### src/rtl/led_activity_mon.sv
// led_activity_mon
//   Turns raw PHY activity into stretched enable levels for the activity and
//   error LED blinkers. It also keeps a link-state FSM and a saturating error
//   tally for debug readout.
//
//   Optional feature macro: LED_ACTIVITY_MON_RX_GLITCH_FILTER_EN
//     When defined, an RX falling edge counts as activity only after synced rx
//     has stayed low for GLITCH_CLKS consecutive samples. It fires once per
//     low period.
//
//   Ports
//     clk        in   system clock, rising edge
//     n_reset    in   synchronous active-low reset
//     rx         in   async serial RX line, idle high
//     tx_start   in   1-cycle strobe at TX frame start
//     err_pulse  in   1-cycle strobe on PHY/framing error
//     err_clear  in   level, ends the error hold (err_pulse has priority)
//     act_enable out  activity LED blinker enable (registered)
//     err_enable out  error LED blinker enable (registered)
//     link_state out  0=IDLE 1=ACTIVE 2=ERROR (registered)
//     err_total  out  saturating count of err_pulse cycles (registered)
module led_activity_mon #(
  parameter int     SYNC_STAGES   = 2,
  parameter longint HOLD_CLKS     = 4096,
  parameter longint ERR_HOLD_CLKS = 65536,
  parameter int     GLITCH_CLKS   = 3
) (
  input  logic       clk,
  input  logic       n_reset,
  input  logic       rx,
  input  logic       tx_start,
  input  logic       err_pulse,
  input  logic       err_clear,
  output logic       act_enable,
  output logic       err_enable,
  output logic [1:0] link_state,
  output logic [7:0] err_total
);

  // Elaboration-time parameter checks
  if (SYNC_STAGES < 2) begin : g_bad_sync
    $error("SYNC_STAGES must be >= 2");
  end
  if (HOLD_CLKS < 1 || HOLD_CLKS > 64'sh0000_0000_FFFF_FFFF) begin : g_bad_hold
    $error("HOLD_CLKS must be in 1..2^32-1");
  end
  if (ERR_HOLD_CLKS < 1 || ERR_HOLD_CLKS > 64'sh0000_0000_FFFF_FFFF) begin : g_bad_ehold
    $error("ERR_HOLD_CLKS must be in 1..2^32-1");
  end
  if (GLITCH_CLKS < 1) begin : g_bad_glitch
    $error("GLITCH_CLKS must be >= 1");
  end

  localparam logic [31:0] HOLD_V     = 32'(HOLD_CLKS);
  localparam logic [31:0] ERR_HOLD_V = 32'(ERR_HOLD_CLKS);

  typedef enum logic [1:0] {
    ST_IDLE   = 2'd0,
    ST_ACTIVE = 2'd1,
    ST_ERROR  = 2'd2
  } state_t;

  // ---------------------------------------------------------------- RX sync
  logic [SYNC_STAGES-1:0] sync_q, sync_d;
  logic                   rx_sync;
  logic                   rx_event;

  always_comb begin
    sync_d = {sync_q[SYNC_STAGES-2:0], rx};
  end
  assign rx_sync = sync_q[SYNC_STAGES-1];

  always_ff @(posedge clk) begin
    if (!n_reset) sync_q <= '1;
    else          sync_q <= sync_d;
  end

`ifdef LED_ACTIVITY_MON_RX_GLITCH_FILTER_EN
  // glt_cnt_q counts low samples already seen in the current low period.
  // It saturates at GLITCH_CLKS, so the compare against GLITCH_CLKS-1 is
  // true for exactly one sample per low period.
  localparam int            GW     = $clog2(GLITCH_CLKS + 1);
  localparam logic [GW-1:0] G_FIRE = GW'(GLITCH_CLKS - 1);
  localparam logic [GW-1:0] G_MAX  = GW'(GLITCH_CLKS);

  logic [GW-1:0] glt_cnt_q, glt_cnt_d;

  always_comb begin
    glt_cnt_d = glt_cnt_q;
    rx_event  = 1'b0;
    if (rx_sync) begin
      glt_cnt_d = '0;
    end else begin
      rx_event = (glt_cnt_q == G_FIRE);
      if (glt_cnt_q != G_MAX) glt_cnt_d = glt_cnt_q + GW'(1);
    end
  end

  always_ff @(posedge clk) begin
    if (!n_reset) glt_cnt_q <= '0;
    else          glt_cnt_q <= glt_cnt_d;
  end
`else
  logic rx_prev_q, rx_prev_d;

  always_comb begin
    rx_prev_d = rx_sync;
    rx_event  = rx_prev_q & ~rx_sync;
  end

  always_ff @(posedge clk) begin
    if (!n_reset) rx_prev_q <= 1'b1;
    else          rx_prev_q <= rx_prev_d;
  end
`endif

  // ---------------------------------------------------------- hold counters
  logic [31:0] act_cnt_q, act_cnt_d;
  logic [31:0] err_cnt_q, err_cnt_d;
  logic [7:0]  err_total_q, err_total_d;
  logic        act_enable_q, act_enable_d;
  logic        err_enable_q, err_enable_d;
  logic        act_event;

  assign act_event = rx_event | tx_start;

  always_comb begin
    act_cnt_d = act_cnt_q;
    if (act_event)             act_cnt_d = HOLD_V;
    else if (act_cnt_q != '0)  act_cnt_d = act_cnt_q - 32'd1;

    err_cnt_d = err_cnt_q;
    if (err_pulse)             err_cnt_d = ERR_HOLD_V;
    else if (err_clear)        err_cnt_d = '0;
    else if (err_cnt_q != '0)  err_cnt_d = err_cnt_q - 32'd1;

    err_total_d = err_total_q;
    if (err_pulse && err_total_q != 8'hFF) err_total_d = err_total_q + 8'd1;

    // Enables track the post-update counters so they move on the same edge
    act_enable_d = (act_cnt_d != '0);
    err_enable_d = (err_cnt_d != '0);
  end

  always_ff @(posedge clk) begin
    if (!n_reset) begin
      act_cnt_q    <= '0;
      err_cnt_q    <= '0;
      err_total_q  <= '0;
      act_enable_q <= 1'b0;
      err_enable_q <= 1'b0;
    end else begin
      act_cnt_q    <= act_cnt_d;
      err_cnt_q    <= err_cnt_d;
      err_total_q  <= err_total_d;
      act_enable_q <= act_enable_d;
      err_enable_q <= err_enable_d;
    end
  end

  // ------------------------------------------------------- link-state FSM
  state_t state_q, state_d;

  always_ff @(posedge clk) begin
    if (!n_reset) state_q <= ST_IDLE;
    else          state_q <= state_d;
  end

  // Next state depends only on the post-update counters, so every state can
  // reach every other state directly (e.g. ERROR -> ACTIVE).
  always_comb begin
    state_d = ST_IDLE;
    if (err_cnt_d != '0)      state_d = ST_ERROR;
    else if (act_cnt_d != '0) state_d = ST_ACTIVE;
  end

  always_comb begin
    link_state = state_q;
    act_enable = act_enable_q;
    err_enable = err_enable_q;
    err_total  = err_total_q;
  end

endmodule
### config.mk
export PLATFORM = sky130hd
export DESIGN_NAME = led_activity_mon
export DESIGN_NICKNAME = d
export VERILOG_FILES = /design/src/rtl/led_activity_mon.sv
export SDC_FILE = /design/constraint.sdc
export NUM_CORES = 1
export LEC_CHECK = 0
export ABC_AREA = 1
export CAP_MARGIN = 20
export CELL_PAD_IN_SITES_DETAIL_PLACEMENT = 2
export CELL_PAD_IN_SITES_GLOBAL_PLACEMENT = 2
export CORE_AREA = 4 4 132 134
export CTS_BUF_LIST = sky130_fd_sc_hd__clkbuf_16
export DETAILED_ROUTE_END_ITERATION = 12
export DIE_AREA = 0 0 136 138
export PLACE_DENSITY = 0.76
export SYNTH_ARGS = -nofsm -noshare
export SYNTH_HDL_FRONTEND = slang
export SYNTH_SLANG_ARGS = --single-unit
### constraint.sdc
create_clock -name clk -period 1.9 [get_ports clk]
set_input_delay 0.38 -clock clk [delete_from_list [all_inputs] [get_ports clk]]
set_output_delay 0.38 -clock clk [all_outputs]
set_load 0.05 [all_outputs]
==> impl_results.rst, run 1 <==
.. list-table::
   :header-rows: 1

   * - Metric
     - Value
   * - Post-synthesis cell type with the largest combined area
     - dfxtp_1
   * - Root Buffer
     - clkbuf_16
   * - Synth area leaders
     - dfxtp_1 (33%), nand2_1 (15%), nor2_1 (15%)
   * - Count of buffers from port buffering
     - 17
   * - HPWL after detailed placement
     - 20200 µm
   * - Worst endpoint after global-route timing repair
     - act_enable$_SDFF_PN0_/D
   * - Count of boundary I/O pins
     - 18
   * - Cell count after placement
     - 1208
   * - Cell with the most instances after synthesis
     - nand2_1
   * - Die height
     - 138 µm
   * - Top post-synthesis cells by count
     - nand2_1 (195), nor2_1 (192), dfxtp_1 (78), nand3_1 (73), inv_1 (57)
   * - CTS hold repair buffers
     - 0
   * - Num CTS Buffers
     - 9
   * - Worst endpoint kind after the last repair
     - register input
   * - Sequential-to-total area share from yosys stat
     - 0.327
   * - Pre-CTS WS
     - -0.589 ns
   * - Post-synth design cell area
     - 4780 µm²
   * - Primary FF master, synth
     - dfxtp_1
   * - Routability-driven placement congestion ratio
     - 0.920
   * - Stage at which the run stopped
     - 5_1_grt
   * - Number of antenna violations at the first check in global routing
     - 2
   * - First Err
     - [ERROR DPL-0033] detailed placement checks failed during check placement.
   * - Synth Area per Inst
     - 6.24 µm²
   * - Fraction of synthesized cell area taken by the top area cell type
     - 0.327
   * - Count of synthesis-stage warnings from yosys
     - 0
   * - Post-Synthesis Cells
     - 765
   * - Status
     - did not finish
   * - Number of distinct library cells after synthesis
     - 35
   * - Proportion of synthesized flip-flops having asynchronous set or reset
     - 0
   * - Number of placement rows
     - 47
   * - Max clock buf depth
     - 2
   * - Deepest level of the CTS H-tree
     - 3
   * - Nets in the synthesized netlist
     - 776
   * - Die extent in x
     - 136 µm
   * - Pin count of the biggest net entering global routing
     - 46
   * - Post-synthesis sequential element count
     - 78
   * - Initial Util
     - 0.293
   * - TritonCTS Sinks
     - 78
   * - Number of enable flip-flop cells after synthesis
     - 0
-- stage by stage --
step | cell area, µm² | setup TNS, ns
global placement | 6840 | -0.929
CTS | 8130 | -0.676
floorplan | 4780 | 0
detailed placement | 6840 | -3.72
-- logic make-up after synthesis --
logic type                 Yosys count  synth area share
adders and majority gates            5            0.0131
AOI/OAI and AO/OA                   38            0.0422
and+or+nand+nor                    536             0.499
xor gates and xnor gates            27            0.0495
DFF                                 78             0.327
buffers and inverters               81            0.0694
-- repair_timing --
item,4_1_cts
pin swaps,49
resized for setup,235
buffers inserted,20
setup endpoints to repair,64
gates cloned,3
==> run 2: changes to the inputs <==
==> config.mk (replaced) <==
export PLATFORM = sky130hd
export DESIGN_NAME = led_activity_mon
export DESIGN_NICKNAME = d
export VERILOG_FILES = /design/src/rtl/led_activity_mon.sv
export SDC_FILE = /design/constraint.sdc
export NUM_CORES = 1
export LEC_CHECK = 0
export ABC_AREA = 1
export CAP_MARGIN = 20
export CORE_AREA = 4 4 115 117
export DETAILED_ROUTE_END_ITERATION = 12
export DIE_AREA = 0 0 119 121
export PLACE_DENSITY_LB_ADDON = 0.15
export SYNTH_ARGS = -nofsm -noshare
export SYNTH_HDL_FRONTEND = slang
export SYNTH_SLANG_ARGS = --single-unit
==> constraint.sdc (replaced) <==
create_clock -name clk -period 2.45 [get_ports clk]
set_input_delay 0.49 -clock clk [delete_from_list [all_inputs] [get_ports clk]]
set_output_delay 0.49 -clock clk [all_outputs]
set_load 0.05 [all_outputs]
==> impl_results.rst, run 2 <==
.. list-table::
   :header-rows: 1

   * - Metric
     - Value
   * - Minimum period implied by the final worst setup slack
     - 2.17 ns
   * - Maximum clock frequency
     - 462 MHz
   * - Max_cap viols
     - 0
   * - Final number of hold-violating endpoints
     - 0
   * - Deepest level of the CTS H-tree
     - 3
   * - Setup_tns
     - 0 ns
   * - Proportion of synthesized flip-flops having asynchronous set or reset
     - 0
   * - Clock insertion delay at the later pin of the skew report
     - 0.34 ns
   * - CP Data Arrival Time
     - 2.44 ns
   * - Number of filler instances in the final layout
     - 1325
   * - Nets in the synthesized netlist
     - 776
   * - Setup repair after global routing missed its margin
     - false
   * - Final wirelength
     - 13500 µm
   * - Instance count along the most critical hold path
     - 1
   * - Post-Synthesis Cells
     - 765
   * - Number of DRC markers after the initial detailed-route iteration
     - 388
   * - Pre-CTS WS
     - 0.234 ns
   * - Path depth of the worst reg2reg path
     - 14
   * - Total global routing overflow
     - 0
   * - Worst-case headroom to the max-slew limit
     - 0.649
   * - CP Class
     - flip-flop to flip-flop
   * - Cell with the most instances after synthesis
     - nand2_1
   * - Synth Area per Inst
     - 6.24 µm²
   * - Wire length of the first global-routing pass
     - 22400 µm
   * - Post-detailed-route wirelength per cell
     - 14.0 µm
   * - Fraction of synthesized cell area taken by the top area cell type
     - 0.327
   * - Root Buffer
     - clkbuf_16
   * - Cell count after placement
     - 946
   * - Num CTS Buffers
     - 9
   * - Post-synthesis cell type with the largest combined area
     - dfxtp_1
   * - Number of antenna diodes
     - 0
   * - Top post-synthesis cells by count
     - nand2_1 (195), nor2_1 (192), dfxtp_1 (78), nand3_1 (73), inv_1 (57)
   * - Share of the clock period used by the worst path
     - 0.884
   * - Synth area leaders
     - dfxtp_1 (33%), nand2_1 (15%), nor2_1 (15%)
   * - Highest-count cells in the layout ignoring fill and taps
     - nand2_1 (195), nor2_1 (191), dfxtp_1 (78)
   * - Worst clock skew on the final layout
     - 0.00845 ns
   * - Number of pins exceeding their max-slew limit in the final report
     - 0
   * - Total number of vias
     - 4878
   * - Final count of negative-setup-slack endpoints
     - 0
   * - Routing usage on met1
     - 0.278
   * - Pin count of the biggest net entering global routing
     - 35
   * - Fraction of layout cells with a size suffix above 1
     - 0.0937
   * - Number of global-route vias before repair
     - 4495
   * - Max clock buf depth
     - 2
   * - Number of nets in the finished design
     - 796
   * - Number of enable flip-flop cells after synthesis
     - 0
   * - Number of distinct library cells after synthesis
     - 35
   * - Sequential-to-total area share from yosys stat
     - 0.327
   * - Met2 usage
     - 0.296
   * - Number of placement rows
     - 41
   * - First-pass detailed-route iteration total
     - 5
   * - Layout area overhead
     - 14.6%
   * - Endpoint kind of the worst setup timing path
     - flip-flop
   * - TritonCTS Sinks
     - 78
   * - HPWL after detailed placement
     - 10300 µm
   * - Initial Util
     - 0.386
   * - Count of synthesis-stage warnings from yosys
     - 0
   * - Global-route met3 utilization
     - 0.0354
   * - Area of the core
     - 12400 µm²
   * - Clock Pin Slew Worst Setup and Hold Paths
     - 0.06 ns
   * - Status
     - finished clean
   * - Worst-path fanout max
     - 8
   * - Crit start category
     - flip-flop
   * - Routability-driven placement congestion ratio
     - 0.949
   * - Die area
     - 14400 µm²
   * - Final Worst Setup Slack
     - 0.285 ns
   * - Number of design rule violations left after detail routing
     - 0
   * - Count of buffers from port buffering
     - 17
   * - Total placed instance area
     - 5170 µm²
   * - Worst endpoint required time
     - 2.73 ns
   * - Residual antenna-violating net count after detailed routing
     - 0
   * - Path class of the lowest-slack min-delay path
     - flip-flop to flip-flop
   * - Post-synthesis sequential element count
     - 78
   * - Fin cells
     - 962
   * - Via-per-instance ratio
     - 5.07
   * - Primary FF master, synth
     - dfxtp_1
   * - Die extent in x
     - 119 µm
   * - Measured slew at the worst slew-check pin
     - 0.525 ns
   * - Design Area, Final
     - 5470 µm²
   * - Die height
     - 121 µm
   * - Most frequent standard cell in the layout excluding fill and tap cells
     - nand2_1
   * - Post-synth design cell area
     - 4780 µm²
   * - Post-CTS Setup Inserts
     - 0
   * - Global-route total usage across every layer
     - 0.192
   * - Count of boundary I/O pins
     - 18
   * - TritonCTS clock tree
     - done
   * - Number of antenna violations at the first check in global routing
     - 0
   * - Most utilized layer in the global route result
     - met2
[run 2: path summary, 6_finish.rpt]
path                                         startpoint                        to  slack, ns
worst max-delay path            err_cnt_q[0]$_SDFF_PN0_  link_state[0]$_SDFF_PP0_       0.28
worst min-delay path               sync_q[0]$_SDFF_PN1_      sync_q[1]$_SDFF_PN1_       0.41
worst max register to register  err_cnt_q[0]$_SDFF_PN0_  link_state[0]$_SDFF_PP0_       0.28
worst min register to register     sync_q[0]$_SDFF_PN1_      sync_q[1]$_SDFF_PN1_       0.41
[run 2: cell type report]
class / count / area (µm²) / share of cell area
multi-input cells: 606 / 2900 / 0.529
inverters: 61 / 229 / 0.0418
flip-flops and latches: 78 / 1560 / 0.285
repair buffers: 29 / 273 / 0.0498
well taps: 172 / 215 / 0.0393
clock inverters: 6 / 71.3 / 0.0130
clock buffers: 10 / 229 / 0.0418
[run 2: critical path: stages (launching register included)]
cell	delay, ns
dfxtp_1	0.29
inv_1	0.17
ha_2	0.29
nand2_4	0.10
nor2_8	0.18
inv_2	0.05
nor2_2	0.14
nand4_1	0.20
nor2_1	0.17
nor2_1	0.07
nor2_1	0.11
nand3_2	0.09
nor2_2	0.10
nand2_1	0.06
nor2_1	0.08
[run 2: timing repair]
action,CTS,global route
endpoints found under the setup margin,0,2
resized for setup,0,3
hold buffers,0,0
[run 2: kinds of logic after synthesis]
group                      count (synthesis)  synth area share
adders and majority gates                  5            0.0131
and+or+nand+nor                          536             0.499
AOI/OAI and AO/OA                         38            0.0422
DFF                                       78             0.327
xor gates and xnor gates                  27            0.0495
buffers and inverters                     81            0.0694
[run 2: metal layers]
metal | vias up | routed length [µm]
li1 | 2472 | -
met1 | 2241 | 6800
met2 | 149 | 5670
met3 | 16 | 860
met4 | 0 | 149
met5 | - | 0
[run 2: metrics by stage]
| step | utilization | hold slack (ns) |
|---|---|---|
| 5_1_grt | 0.443 | 0.433 |
| 4_1_cts | 0.442 | 0.416 |
| 3_3_place_gp | 0.418 | 0.396 |
| 6_report | 0.443 | 0.411 |
| 3_5_place_dp | 0.418 | 0.400 |
| 2_1_floorplan | - | 0.392 |
Power of run 2 is left out: the tool's default activity adds up to more than one toggle a clock period on the data nets, which glitch-free logic cannot reach.
==> run 3: changes to the inputs <==
--- a/config.mk
+++ b/config.mk
@@ -7,9 +7,9 @@
 export LEC_CHECK = 0
 export ABC_AREA = 1
 export CAP_MARGIN = 20
-export CORE_AREA = 4 4 115 117
+export CORE_AREA = 4 4 83 162
 export DETAILED_ROUTE_END_ITERATION = 12
-export DIE_AREA = 0 0 119 121
+export DIE_AREA = 0 0 87 166
 export PLACE_DENSITY_LB_ADDON = 0.15
 export SYNTH_ARGS = -nofsm -noshare
 export SYNTH_HDL_FRONTEND = slang
==> impl_results.rst, run 3 (same netlist as run 2, synthesis figures left out) <==
.. list-table::
   :header-rows: 1

   * - Metric
     - Value
   * - Status
     - finished clean
   * - Total placed instance area
     - 5140 µm²
   * - Via-per-instance ratio
     - 5.26
   * - CP Class
     - flip-flop to flip-flop
   * - Global-route total usage across every layer
     - 0.229
   * - Final wirelength
     - 16000 µm
   * - Final number of hold-violating endpoints
     - 0
   * - Die area
     - 14400 µm²
   * - Instance count along the most critical hold path
     - 1
   * - Max clock buf depth
     - 2
   * - Die extent in x
     - 87 µm
   * - Post-detailed-route wirelength per cell
     - 17.1 µm
   * - Setup slack of the worst register-to-register path
     - 0.14 ns
   * - Root Buffer
     - clkbuf_16
   * - Path depth of the worst reg2reg path
     - 14
   * - Area of the core
     - 12200 µm²
   * - First-pass detailed-route iteration total
     - 5
   * - Critical register-to-register path startpoint
     - err_cnt_q[0]$_SDFF_PN0_
   * - TritonCTS clock tree
     - done
   * - Setup_tns
     - 0 ns
   * - Clock Pin Slew Worst Setup and Hold Paths
     - 0.07 ns
   * - Minimum period implied by the final worst setup slack
     - 2.31 ns
   * - Peak per-stage delay on the critical path
     - 0.30 ns
   * - Number of placement rows
     - 57
   * - Measured slew at the worst slew-check pin
     - 0.505 ns
   * - Die height
     - 166 µm
   * - Post-CTS Setup Inserts
     - 0
   * - Number of design rule violations left after detail routing
     - 0
   * - Total number of vias
     - 4916
   * - Wire length of the first global-routing pass
     - 25100 µm
   * - Number of DRC markers after the initial detailed-route iteration
     - 192
   * - Count of boundary I/O pins
     - 18
   * - Path class of the lowest-slack min-delay path
     - flip-flop to flip-flop
   * - TritonCTS Sinks
     - 78
   * - Worst endpoint required time
     - 2.73 ns
   * - Number of nets in the finished design
     - 794
   * - Num CTS Buffers
     - 9
   * - Fraction of layout cells with a size suffix above 1
     - 0.0926
   * - Setup repair after global routing missed its margin
     - false
   * - Cell-by-cell trace of the critical path
     - inv_1 -> ha_4 -> nand2_4 -> nor2_8 -> inv_2 -> nor2_2 -> nand4_1 -> nor2_1 -> nor2_1 -> nor2_1 -> nand3_2 -> nor2_2 -> nand2_1 -> nor2_1
   * - Reg2reg end
     - link_state[0]$_SDFF_PP0_
   * - Launching instance or port of the critical path
     - err_cnt_q[0]$_SDFF_PN0_
   * - Number of global-route vias before repair
     - 4915
   * - Worst-path fanout max
     - 8
   * - Post-route worst hold slack
     - 0.416 ns
   * - Worst clock skew on the final layout
     - 0.00716 ns
   * - Critical path buffers and inverters
     - 2
   * - Residual antenna-violating net count after detailed routing
     - 0
   * - Worst-case headroom to the max-slew limit
     - 0.662
   * - Hold Startpoint
     - sync_q[0]$_SDFF_PN1_
   * - Layout area overhead
     - 15.0%
   * - Kind of cell with the highest combined delay on the critical path
     - simple AND/OR/NAND/NOR gates
   * - CP most frequent cell
     - nor2_1
   * - Clock insertion delay at the later pin of the skew report
     - 0.34 ns
   * - Number of antenna diodes
     - 0
   * - Number of filler instances in the final layout
     - 1275
   * - Number of pins exceeding their max-slew limit in the final report
     - 0
   * - Final count of negative-setup-slack endpoints
     - 0
   * - Initial Util
     - 0.392
   * - Routability-driven placement congestion ratio
     - 1.07
   * - Design Area, Final
     - 5490 µm²
   * - Max_cap viols
     - 0
   * - Count of buffers from port buffering
     - 17
   * - Maximum clock frequency
     - 433 MHz
   * - Highest-count cells in the layout ignoring fill and taps
     - nand2_1 (195), nor2_1 (190), dfxtp_1 (78)
   * - Pin count of the biggest net entering global routing
     - 45
   * - End point of the most critical hold path
     - sync_q[1]$_SDFF_PN1_
   * - Most frequent standard cell in the layout excluding fill and tap cells
     - nand2_1
   * - HPWL after detailed placement
     - 12600 µm
   * - Deepest level of the CTS H-tree
     - 3
   * - Cell with the largest stage delay on the worst path
     - dfxtp_1
   * - CP Data Arrival Time
     - 2.59 ns
   * - Share of the clock period used by the worst path
     - 0.943
   * - Total global routing overflow
     - 0
   * - Number of antenna violations at the first check in global routing
     - 0
   * - Crit start category
     - flip-flop
   * - Endpoint kind of the worst setup timing path
     - flip-flop
==> run 3: cell count changes in the layout (fill, tap and decap cells not counted) <==
cell / previous run / this run
buf_12: 1 / 3
buf_4: 11 / 7
bufinv_16: 1 / 2
clkinv_4: 2 / 0
ha_2: 2 / 1
ha_4: 0 / 1
inv_6: 1 / 2
nor2_1: 191 / 190
nor2_4: 5 / 6
==> run 3: repair_timing <==
item / 4_1_cts / 5_1_grt
setup endpoints to repair: 0 / 3
hold buffers: 0 / 0
resized for setup: 0 / 6
==> run 3: worst register-to-register path, delay by kind of cell, from the launching register on <==
kind / cells / cell delay [ns]
simple gates: 11 / 1.44
fa+ha+maj: 1 / 0.25
flops: 1 / 0.30
buf+inv: 2 / 0.28
==> run 3: final cells by class <==
class | instances | area (µm²) | area share
inverters | 61 | 229 | 0.0417
repair buffers | 27 | 283 | 0.0515
well taps | 147 | 184 | 0.0335
multi-input cells | 606 | 2910 | 0.530
flip-flops and latches | 78 | 1560 | 0.284
clock inverters | 6 | 92.6 | 0.0169
clock buffers | 10 | 229 | 0.0417
==> run 3: how the worst max path moves through the flow <==
| stage | endpoint | slack (ns) | depth (start not counted) |
|---|---|---|---|
| global placement | link_state[0]$_SDFF_PP0_ | 0.10 | 14 |
| detailed placement | link_state[0]$_SDFF_PP0_ | 0.09 | 14 |
| global route | link_state[0]$_SDFF_PP0_ | 0.003 | 14 |
| CTS | link_state[0]$_SDFF_PP0_ | 0.05 | 14 |
| finish | link_state[0]$_SDFF_PP0_ | 0.14 | 14 |
| floorplan | link_state[0]$_SDFF_PP0_ | 0.61 | 14 |
==> run 3: metrics by stage <==
step / util / worst slack, ns / std cells
CTS: 0.448 / 0.0517 / 935
finish: 0.450 / 0.140 / 935
floorplan: - / 0.611 / 765
global route: 0.450 / 0.00279 / 935
detailed placement: 0.422 / 0.0904 / 919
global placement: 0.422 / 0.102 / 919
==> run 3: metal layers <==
| metal | routed length [µm] | part of all wire | vias to the layer above | global-route usage |
|---|---|---|---|---|
| met4 | 1510 | 0.094 | 0 | 0.199 |
| met2 | 8910 | 0.56 | 146 | 0.430 |
| met1 | 5140 | 0.32 | 2233 | 0.203 |
| met3 | 426 | 0.027 | 72 | 0.0248 |
| met5 | 0 | 0 | - | 0 |
| li1 | - | - | 2465 | - |
Power of run 3 is left out for the same reason.
